<file path="src/rtl/seq_gen_pkg.sv">
// Shared definitions for the serial pattern generator: FSM encoding and default field widths.
package seq_gen_pkg;

  localparam int PATTERN_W_DEF = 4;
  localparam int REP_W_DEF     = 4;
  localparam int GAP_W_DEF     = 3;

  typedef enum logic [1:0] {
    IDLE  = 2'd0,
    SHIFT = 2'd1,
    GAP   = 2'd2
  } state_e;

endpackage

</file>
<file path="src/rtl/seq_shift_reg.sv">
// Parallel-load, shift-left register exposing its MSB; feeds the serial line.
module seq_shift_reg #(
  parameter int W = 4
) (
  input  logic         clk,
  input  logic         reset,
  input  logic         load,
  input  logic         shift,
  input  logic [W-1:0] din,
  output logic         msb
);

  logic [W-1:0] data_q, data_d;

  always_comb begin
    data_d = data_q;
    if (load)       data_d = din;
    else if (shift) data_d = {data_q[W-2:0], 1'b0};
  end

  always_ff @(posedge clk or negedge reset) begin
    if (!reset) data_q <= '0;
    else        data_q <= data_d;
  end

  assign msb = data_q[W-1];

endmodule

</file>
<file path="src/rtl/seq_gen_serializer.sv">
// Serializes a handshaken parallel pattern MSB-first, with programmable repeat count
// and idle gap between frames. FSM, counters and handshake live here.
module seq_gen_serializer
  import seq_gen_pkg::*;
#(
  parameter int PATTERN_W = PATTERN_W_DEF,
  parameter int REP_W     = REP_W_DEF,
  parameter int GAP_W     = GAP_W_DEF
) (
  input  logic                 clk,
  input  logic                 reset,
  input  logic [PATTERN_W-1:0] pat_data,
  input  logic [REP_W-1:0]     pat_repeat,
  input  logic [GAP_W-1:0]     pat_gap,
  input  logic                 pat_valid,
  output logic                 pat_ready,
  input  logic                 abort,
  output logic                 out_bit,
  output logic                 out_valid,
  output logic                 busy,
  output logic                 done
);

  localparam int CNT_W = $clog2(PATTERN_W);
  localparam logic [CNT_W-1:0] BIT_LAST = CNT_W'(PATTERN_W - 1);

  state_e               state_q, state_d;
  logic [CNT_W-1:0]     bit_cnt_q, bit_cnt_d;
  logic [GAP_W-1:0]     gap_cnt_q, gap_cnt_d;
  logic [GAP_W-1:0]     gap_cfg_q, gap_cfg_d;
  logic [REP_W-1:0]     rep_left_q, rep_left_d;
  logic [PATTERN_W-1:0] frame_q, frame_d;
  logic                 done_q, done_d;

  logic                 sr_load, sr_shift, sr_msb;
  logic [PATTERN_W-1:0] sr_din;

  always_comb begin
    state_d    = state_q;
    bit_cnt_d  = bit_cnt_q;
    gap_cnt_d  = gap_cnt_q;
    gap_cfg_d  = gap_cfg_q;
    rep_left_d = rep_left_q;
    frame_d    = frame_q;
    done_d     = 1'b0;
    sr_load    = 1'b0;
    sr_shift   = 1'b0;
    sr_din     = frame_q;
    unique case (state_q)
      IDLE: begin
        if (pat_valid) begin
          sr_load    = 1'b1;
          sr_din     = pat_data;
          frame_d    = pat_data;
          rep_left_d = (pat_repeat == '0) ? REP_W'(1) : pat_repeat;
          gap_cfg_d  = pat_gap;
          bit_cnt_d  = BIT_LAST;
          state_d    = SHIFT;
        end
      end
      SHIFT: begin
        // abort beats a coinciding last bit, so no done is raised
        if (abort) begin
          state_d = IDLE;
        end else if (bit_cnt_q == '0) begin
          if (rep_left_q == REP_W'(1)) begin
            state_d = IDLE;
            done_d  = 1'b1;
          end else begin
            rep_left_d = rep_left_q - 1'b1;
            if (gap_cfg_q == '0) begin
              sr_load   = 1'b1;
              bit_cnt_d = BIT_LAST;
            end else begin
              gap_cnt_d = gap_cfg_q;
              state_d   = GAP;
            end
          end
        end else begin
          sr_shift  = 1'b1;
          bit_cnt_d = bit_cnt_q - 1'b1;
        end
      end
      GAP: begin
        if (abort) begin
          state_d = IDLE;
        end else if (gap_cnt_q <= GAP_W'(1)) begin
          sr_load   = 1'b1;
          bit_cnt_d = BIT_LAST;
          state_d   = SHIFT;
        end else begin
          gap_cnt_d = gap_cnt_q - 1'b1;
        end
      end
      default: state_d = IDLE;
    endcase
  end

  always_ff @(posedge clk or negedge reset) begin
    if (!reset) begin
      state_q    <= IDLE;
      bit_cnt_q  <= '0;
      gap_cnt_q  <= '0;
      gap_cfg_q  <= '0;
      rep_left_q <= '0;
      frame_q    <= '0;
      done_q     <= 1'b0;
    end else begin
      state_q    <= state_d;
      bit_cnt_q  <= bit_cnt_d;
      gap_cnt_q  <= gap_cnt_d;
      gap_cfg_q  <= gap_cfg_d;
      rep_left_q <= rep_left_d;
      frame_q    <= frame_d;
      done_q     <= done_d;
    end
  end

  seq_shift_reg #(.W(PATTERN_W)) u_sr (
    .clk   (clk),
    .reset (reset),
    .load  (sr_load),
    .shift (sr_shift),
    .din   (sr_din),
    .msb   (sr_msb)
  );

  assign pat_ready = (state_q == IDLE);
  assign busy      = (state_q == SHIFT) || (state_q == GAP);
  assign out_valid = (state_q == SHIFT);
  assign out_bit   = out_valid & sr_msb;
  assign done      = done_q;

endmodule

</file>
<file path="config.mk">
export PLATFORM = sky130hd
export DESIGN_NAME = seq_gen_serializer
export DESIGN_NICKNAME = d
export VERILOG_FILES = /design/src/rtl/seq_gen_pkg.sv /design/src/rtl/seq_shift_reg.sv /design/src/rtl/seq_gen_serializer.sv
export SDC_FILE = /design/constraint.sdc
export NUM_CORES = 1
export LEC_CHECK = 0
export ABC_AREA = 0
export CAP_MARGIN = 20
export CORE_MARGIN = 3
export CORE_UTILIZATION = 55
export DETAILED_ROUTE_END_ITERATION = 7
export DONT_BUFFER_PORTS = 1
export PLACE_DENSITY_LB_ADDON = 0.3
export SETUP_SLACK_MARGIN = 0.3
export SLEW_MARGIN = 40
export SYNTH_ARGS = -nofsm -noshare
export SYNTH_HDL_FRONTEND = slang
export SYNTH_HIERARCHICAL = 1
export SYNTH_SLANG_ARGS = --single-unit
</file>
<file path="constraint.sdc">
create_clock -name clk -period 2.4 [get_ports clk]
set_clock_uncertainty 0.1 [all_clocks]
set_input_delay 0.48 -clock clk [delete_from_list [all_inputs] [get_ports clk]]
set_output_delay 0.48 -clock clk [all_outputs]
set_load 0.01 [all_outputs]
</file>
== Word level (Yosys, flattened, before mapping) ==
Index checks and enable logic that the tools add are counted.
Word-level totals
  flip-flop bits (word level): 23
Cells by class
  mux-type cells: 48
  magnitude comparators: 1
  bitwise logic cells: 1
  add/subtract/negate cells: 3
  reduce and logical (&&, ||, !) cells: 14
  equal/unequal tests: 16
Operators by type and width (number)
  $mux W4: 9
  $mux W2: 14
  $mux W3: 6
  $mux W1: 14
  $ne A2 B2 Y1 const B: 7
  $reduce_and A7 Y1: 2
  $pmux W2 S3: 2
  $pmux W4 S2: 1
  $ne A3 B2 Y1 const B: 2
  $ne A3 B3 Y1 const B: 2
  $pmux W3 S2: 1
  $reduce_bool A2 Y1: 3
  $reduce_and A5 Y1: 1
  $eq A4 B1 Y1 const B: 1
  $logic_not A2 Y1: 2
  $logic_not A4 Y1: 1
  $ne A4 B4 Y1 const B: 1
  $reduce_and A4 Y1: 1
  $sub A4 B1 Y4 const B: 1
  $le A3 B1 Y1 const B: 1
  $logic_not A3 Y1: 1
  $pmux W1 S3: 1
  $reduce_bool A3 Y1: 1
  $sub A3 B1 Y3 const B: 1
  7 further kinds: 7

== Longest topological paths before layout ==
Gate-level depths: netlist (run 1).
  depth after elaboration: 7
  gate-level depth with buffers: 9

== Modules after synthesis ==
The synthesis (run 1) kept the hierarchy.
Modules (own cells, without submodules)
  seq_gen_serializer: area an instance 1345.0 um^2, times used 1, cells each 138, sequential area each 475.5 um^2
  seq_shift_reg: area an instance 168.9 um^2, times used 1, cells each 15, sequential area each 100.1 um^2

== Worst setup path before layout (run 1) ==
Ideal clock, no wire load.
  kind: register to register
  from: register state_q[1]
  to: register u_sr.data_q[0]
  buffers on the path: 1
  data arrival time: 1.918 ns
  data required time: 2.179 ns
  path slack: 0.261 ns
  period minus slack after synthesis: 2.139 ns
  setup time: 0.121 ns
  stages on the path, launching flop included: 10
  cell sequence: dfrtp_1 > inv_1 > ha_1 > buf_2 > nand3b_1 > nor2_2 > a22oi_1 > a21oi_1 > nor2_1 > a22o_1
Between the ends
  cells in the longest elaborated chain, start to end: 3
  elaborated cells on any way between the ends: 8
RTL lines
  from (decl): line seq_gen_serializer.sv:27  | state_e state_q, state_d;
  from (signal assigned): line seq_gen_serializer.sv:109  | state_q <= state_d;
  $eq A2 B1 Y1 (*)
  named net out_valid: line seq_gen_serializer.sv:19  | output logic out_valid,
  $pmux W1 S3 (*): line seq_gen_serializer.sv:49  | unique case (state_q)
  named net sr_load: line seq_gen_serializer.sv:35  | logic sr_load, sr_shift, sr_msb;
  $mux W4 or $reduce_bool A2 Y1 (tied branches)
  to (signal assigned): line seq_shift_reg.sv:23  | else data_q <= data_d;
  to (decl): line seq_shift_reg.sv:13  | logic [W-1:0] data_q, data_d;
Mark *: on every way through the listed nets, which the timed path passes. The rest lies on a longest branch.
A chain may end at the register's enable or synchronous reset.

== Worst setup path after layout (run 1) ==
  from: register bit_cnt_q[0]
  to: register u_sr.data_q[0]
Between the ends
  cells in the longest elaborated chain, start to end: 5
  elaborated cells on any way between the ends: 9
RTL lines
  from (decl): line seq_gen_serializer.sv:28  | logic [CNT_W-1:0] bit_cnt_q, bit_cnt_d;
  from (signal assigned): line seq_gen_serializer.sv:110  | bit_cnt_q <= bit_cnt_d;
  $logic_not A2 Y1 (*): line seq_gen_serializer.sv:65  | end else if (bit_cnt_q == '0) begin
  $mux W1 (*): line seq_gen_serializer.sv:65
  $mux W1 (*): line seq_gen_serializer.sv:63  | if (abort) begin
  $pmux W1 S3 (*): line seq_gen_serializer.sv:49
  named net sr_load: line seq_gen_serializer.sv:35
  $mux W4 or $reduce_bool A2 Y1 (tied branches)
Marks and branches as above.

==> results by group, run 1 <==
Outcome
  – Outcome: finished, final reports clean

Worst setup path
  – Worst-path cell chain: inv_1 > ha_1 > nand3b_1 > nor2_4 > a22oi_1 > a21oi_4 > nor2_1 > a22o_1
  – Startpoint Class: flop
  – Worst path required time: 2520 ps
  – Crit-path slowest cell: dfrtp_1
  – WS Path Type: reg2reg
  – CP Capture Type: flop
  – Worst EP arrival: 2170 ps
  – Max incr delay on CP: roughly 420 ps
  – CP Max Fanout: 8

Yosys
  – Main synth FF type: dfrtp_1
  – Multiplexer share of the synthesized area: 0.0917
  – Synth area leaders: dfrtp_1 (38%), ha_1 (7.4%), mux2_2 (5.2%)
  – Largest family of logic cells by synthesized area: compound AO/OA/AOI/OAI gates
  – Area share of fa/ha/maj cells after synthesis: 0.0744
  – Async SR Flop Fraction: 1.00
  – Fraction of the mapped netlist area in simple logic gates: 0.204
  – Number of synthesized flops with an enable pin: 0
  – Syn Nets: roughly 180
  – Synth Area in XOR/XNOR: 0
  – Netlist Area Pre-Place: 1510 um^2
  – Ys Warns: 6
  – Mean post-synth cell area: 9.90 um^2
  – Post-synth top area cell: dfrtp_1
  – Synthesized instance count: 153
  – Post-synthesis sequential area ratio: 0.380
  – Yosys cell types: 49
  – Synth top area share: 0.380
  – Flops & latches, synth: 23
  – Synth Area in Compound Gates: 0.212

STA
  – RSZ-0062 raised after global routing: true
  – Least-Margin Pin Slew: roughly 520 ps
  – Max-slew headroom: 0.655
  – Fin crit share: 0.855
  – Fin. max-slew vios: 0
  – Tmin final: 2050 ps
  – Final Setup Violations: 0
  – Final hold vios: 0
  – Fmax: 0.487 GHz
  – Setup TNS Final: 0 ps

Drt
  – Routed WL: 3530 um
  – Iter 0 DRT Violations: 58
  – First drt pass iteration count: 4
  – Vias: 1253
  – Via density: 6.59
  – Antenna viol nets, final: 0
  – Drt drc: 0
  – WL/cell: 18.6 um

GRT
  – Global-route wire length before repair: 5840 um
  – Vias in the first global route: 1285
  – Largest net degree at the start of global routing: 24
  – GR Util All Layers: 0.222
  – Grt ovf: 0
  – Initial antenna violation count: 0

Min path
  – Hold Path Class: in2async

Floorplan
  – Die Wd: between 50 and 60 um
  – Starting Density: 0.595
  – Chip height: 58.5 um
  – Core area: 2540 um^2
  – Die area: 3420 um^2
  – Ports: 20
  – Row cnt: 18

Place
  – Hpwl dp: 2670 um
  – GP Congestion: between 0.8 and 0.9
  – # port buffers: 0

CTS
  – Skew-Pair Late Insertion Delay: 320 ps
  – Clock transition at path regs: 130 ps
  – Max clock buf depth: 2
  – CTS buffer count: 3
  – Clk root buf: clkbuf_4
  – CTS tree: yes
  – Htree depth: 1
  – Clock Sinks: 23

Job
  – Max cap viols: 0

Power
  – Total design power: roughly 2.1 mW
  – Max IR drop VDD: 0.810 mV
  – Leak: slightly below 0.7 nW
  – Power Dens Cells: 1280 nW/um^2

Final layout
  – Total Nets Final: 185
  – Most common cell after layout, fill and taps aside: dfrtp_1
  – Area delta synth->final: 8.26%
  – Ratio of cells with drive above 1 in the final layout: 0.194
  – Diode count: 0
  – Most frequent cells in the layout: dfrtp_1 (23), inv_1 (11), nor2_1 (9), nand2_1 (9), ha_1 (8)
## area by class of cell
type | instances | area (um^2)
Clock buffer | 3 | 22.5
Clock inverter | 1 | 5.00
Inverter | 11 | 41.3
Timing Repair Buffer | 6 | 46.3
Multi-Input combinational cell | 116 | 911
Tap cell | 30 | 37.5
Fill cell | 208 | 906
Sequential cell | 23 | 576
## cell usage after synthesis, drive strengths merged (3+ instances only)
| cell type | number |
|---|---|
| nor4 | 3 |
| nor3b | 4 |
| nor3 | 7 |
| dfrtp | 23 |
| a211oi | 3 |
| nor2 | 10 |
| mux2i | 6 |
| ha | 9 |
| o21ai | 10 |
| mux2 | 7 |
| a21oi | 4 |
| o211ai | 4 |
| inv | 11 |
| buf | 3 |
| nand2b | 3 |
| nand2 | 10 |
| nor2b | 3 |
## logic make-up (layout without fill, tap and decap cells)
kind of cell               after synthesis  after routing
and+or+nand+nor                         52             52
DFF                                     23             23
buffers and inverters                   14             21
adders and majority gates                9              9
AOI/OAI and AO/OA                       42             42
muxes                                   13             13
## metal layers
layer  global-route usage  part of all wire
met1                0.257              0.42
met2                0.410              0.52
met3               0.0307             0.043
met4               0.0828             0.020
met5                    0                 0
## worst max-delay path: cells and delay by family (launching register included)
family / cells / cell delay [ps]
AO/OA/AOI/OAI: 3 / 600
adder cells (fa/ha/maj): 1 / 290
buffers and inverters: 1 / 90
flip-flops: 1 / 420
AND/OR/NAND/NOR: 3 / 430
## power by group
group	switching [mW]	internal, mW	leakage, nW
registers	0.180	0.568	0.272
clock network	0.123	0.0625	0.0177
logic	0.640	0.528	0.403
total	0.943	1.16	0.692
## state kept, by name, summed over array words and instances, names as in the netlist
register / cells
state_q: 2
bit_cnt_q: 2
gap_cnt_q: 3
done: 1
frame_q: 4
u_sr/data_q: 4
rep_left_q: 4
gap_cfg_q: 3
## through the flow
stage | cells | hold WS, ps | utilization | area (um^2) | setup WS, ps
final | 190 | 3.10 | 0.644 | 1640 | 349
after CTS | 189 | 196 | 0.636 | 1620 | 313
after floorplan | 153 | 84.4 | - | 1520 | 326
after global placement | 184 | 85.0 | 0.617 | 1570 | 414
after global routing | 190 | 23.8 | 0.644 | 1640 | 206
after detailed placement | 184 | 85.1 | 0.617 | 1570 | 246
## timing repair
| item | 4_1_cts | 5_1_grt |
|---|---|---|
| buffers inserted | 0 | 1 |
| setup endpoints to repair | 1 | 9 |
| endpoints found under the hold margin | 23 | 0 |
| pin swaps | 0 | 1 |
| cloned | 0 | 0 |
| gates resized for setup | 2 | 4 |
| hold buffers | 1 | 0 |
## final timing paths
check | start | cells past startpoint | slack, ps | end
min | reset | 1 | 3 | done
max | bit_cnt_q[0] | 8 | 350 | u_sr/data_q[0]
min reg2reg | frame_q[0] | 1 | 410 | frame_q[0]
max reg2reg | bit_cnt_q[0] | 8 | 350 | u_sr/data_q[0]
max in group asynchronous | reset | 1 | 1840 | u_sr/data_q[2]
min in group clk | pat_gap[2] | 1 | 200 | gap_cfg_q[2]
(Power assumes the default switching activity.)
==> inputs of run 2 (changes only) <==
==> constraint.sdc (replaced) <==
create_clock -name clk -period 2.1 [get_ports clk]
set_clock_uncertainty 0.1 [all_clocks]
set_input_delay 0.42 -clock clk [delete_from_list [all_inputs] [get_ports clk]]
set_output_delay 0.42 -clock clk [all_outputs]
set_load 0.01 [all_outputs]
==> results by group, run 2 (synthesis results as in run 1) <==
Final layout
  – Final non-filler cell total: 203 (was 190)
  – Area delta synth->final: 26.0% (was 8.26%)
  – Most common cell after layout, fill and taps aside: dfrtp_1 (unchanged)
  – Most frequent cells in the layout: dfrtp_1 (22), buf_4 (13), inv_1 (8) (was dfrtp_1 (23), inv_1 (11), nor2_1 (9), nand2_1 (9), ha_1 (8))
  – Diode count: 0 (unchanged)
  – Ratio of cells with drive above 1 in the final layout: 0.428 (was 0.194)
  – Reg area: 577 um^2 (was 576 um^2)
  – Top flop regs: frame_q (4), rep_left_q (4), u_sr/data_q (4) (unchanged)
  – Multi-input gate area: 1070 um^2 (was 911 um^2)
  – Final core utilization: 0.750 (was 0.644)
  – Fillcell total: 164 (was 208)
  – Total Nets Final: 198 (was 185)

Floorplan
  – Ports: 20 (unchanged)
  – Chip height: 58.5 um (unchanged)
  – Starting Density: 0.595 (unchanged)
  – Row cnt: 18 (unchanged)
  – Die Wd: 58.5 um (unchanged)
  – Core area: 2540 um^2 (unchanged)
  – Die area: 3420 um^2 (unchanged)

Drt
  – Drt drc: 0 (unchanged)
  – Routed WL: 3850 um (was 3530 um)
  – Via density: 6.55 (was 6.59)
  – First drt pass iteration count: 4 (unchanged)
  – WL/cell: 19.0 um (was 18.6 um)
  – Antenna viol nets, final: 0 (unchanged)
  – Iter 0 DRT Violations: 53 (was 58)
  – Vias: 1329 (was 1253)

STA
  – Fmax: 0.529 GHz (was 0.487 GHz)
  – Final WS setup: 210 ps (was 349 ps)
  – Final Setup Violations: 0 (unchanged)
  – Least-Margin Pin Slew: 537 ps (was 518 ps)
  – Max-slew headroom: 0.642 (was 0.655)
  – Setup TNS Final: 0 ps (unchanged)
  – RSZ-0062 raised after global routing: true (unchanged)
  – Fin crit share: 0.900 (was 0.855)
  – Final hold vios: 0 (unchanged)
  – Fin. max-slew vios: 0 (unchanged)
  – Tmin final: 1890 ps (was 2050 ps)

Worst setup path
  – RR Endpoint: gap_cnt_q[1] (was u_sr/data_q[0])
  – Worst EP arrival: 2010 ps (was 2170 ps)
  – Crit path to: gap_cnt_q[1] (was u_sr/data_q[0])
  – Critical Path Start: bit_cnt_q[1] (was bit_cnt_q[0])
  – Flop-to-flop setup slack: 210 ps (was 350 ps)
  – FF-to-FF path depth: 6 (was 8)
  – CP Max Fanout: 6 (was 8)
  – Startpoint Class: flop (unchanged)
  – WS Path Type: reg2reg (unchanged)
  – Worst path required time: 2230 ps (was 2520 ps)
  – Worst R2R Start: bit_cnt_q[1] (was bit_cnt_q[0])
  – CP Capture Type: flop (unchanged)

GRT
  – Vias in the first global route: 1309 (was 1285)
  – Initial antenna violation count: 0 (unchanged)
  – Largest net degree at the start of global routing: 24 (unchanged)
  – Global-route wire length before repair: 5950 um (was 5840 um)
  – GR Util All Layers: 0.222 (about the same)
  – Grt ovf: 0 (unchanged)

Outcome
  – Outcome: finished, final reports clean (unchanged)

CTS
  – Skew-Pair Late Insertion Delay: 320 ps (about the same)
  – Clock Sinks: 23 (unchanged)
  – Clock transition at path regs: 130 ps (about the same)
  – CTS tree: yes (unchanged)
  – Max clock buf depth: 2 (unchanged)
  – CTS buffer count: 3 (unchanged)
  – Htree depth: 1 (unchanged)
  – Clk root buf: clkbuf_4 (unchanged)

Power
  – Total design power: 2.79 mW (was 2.10 mW)
  – Max IR drop VDD: 1.02 mV (was 0.810 mV)
  – Leak: 0.770 nW (was 0.692 nW)
  – Power Dens Cells: 1460 nW/um^2 (was 1280 nW/um^2)

Place
  – # port buffers: 0 (unchanged)
  – GP Congestion: 0.875 (was 0.884)
  – Worst slack at placement: 126 ps (was 246 ps)
  – Hpwl dp: 2470 um (was 2670 um)
  – Placed cells: 184 (unchanged)

Min path
  – Hold Path Class: in2reg (was in2async)

Job
  – Max cap viols: 0 (unchanged)
run 2: cell count changes in the layout (fill, tap and decap cells not counted), sizes merged:
cell         change
buf             +12
dlygate4sd3      +1
run 2: repair_timing:
item                       CTS  global route
gates cloned                 0             0
setup buffers                7             6
resized for setup           21            22
hold buffers                 1             1
hold endpoints to repair    23            23
setup endpoints to repair   15            17
pin swaps                    7             6
run 2: metrics by stage:
step | cell area (um^2) | hold slack, ps
finish | 1910 | 135
global route | 1910 | 136
CTS | 1770 | 142
detailed placement | 1590 | 25.0
global placement | 1590 | 25.1
floorplan | 1550 | 24.4
run 2: layout make-up:
class / count / area share
multi-input cells: 116 / 0.563
flip-flops and latches: 23 / 0.302
repair buffers: 19 / 0.0793
inverters: 11 / 0.0216
well taps: 30 / 0.0197
clock buffers: 3 / 0.0118
clock inverters: 1 / 0.00262
run 2: routing by layer:
| layer | part of all wire | vias to the layer above | wire [um] | GRT usage |
|---|---|---|---|---|
| li1 | - | 611 | - | - |
| met1 | 0.44 | 678 | 1680 | 0.301 |
| met2 | 0.51 | 29 | 1980 | 0.367 |
| met3 | 0.031 | 11 | 120 | 0.0285 |
| met4 | 0.017 | 0 | 66 | 0.0762 |
| met5 | 0 | - | 0 | 0 |
run 2: worst max-delay path, cell delays in order (launching register included):
cell     delay (ps)
dfrtp_1         420
inv_1           130
ha_4            210
nor2b_2         200
o21ai_2         100
or4_1           490
o221a_2         140
run 2: worst min-delay path by stage:
| stage | startpoint | to | slack (ps) | cells past startpoint |
|---|---|---|---|---|
| finish | pat_gap[0] | gap_cfg_q[0] | 140 | 1 |
| global route | pat_gap[0] | gap_cfg_q[0] | 140 | 1 |
| global placement | reset | done | 30 | 0 |
| floorplan | reset | bit_cnt_q[0] | 20 | 0 |
| detailed placement | reset | rep_left_q[3] | 30 | 0 |
| CTS | pat_gap[1] | gap_cfg_q[1] | 140 | 1 |
run 2: report_power, final:
group	switching [mW]	total (mW)	leakage, nW	internal [mW]
sequential	0.236	0.886	0.270	0.650
clock	0.144	0.215	0.0177	0.0715
combinational	0.864	1.69	0.482	0.821
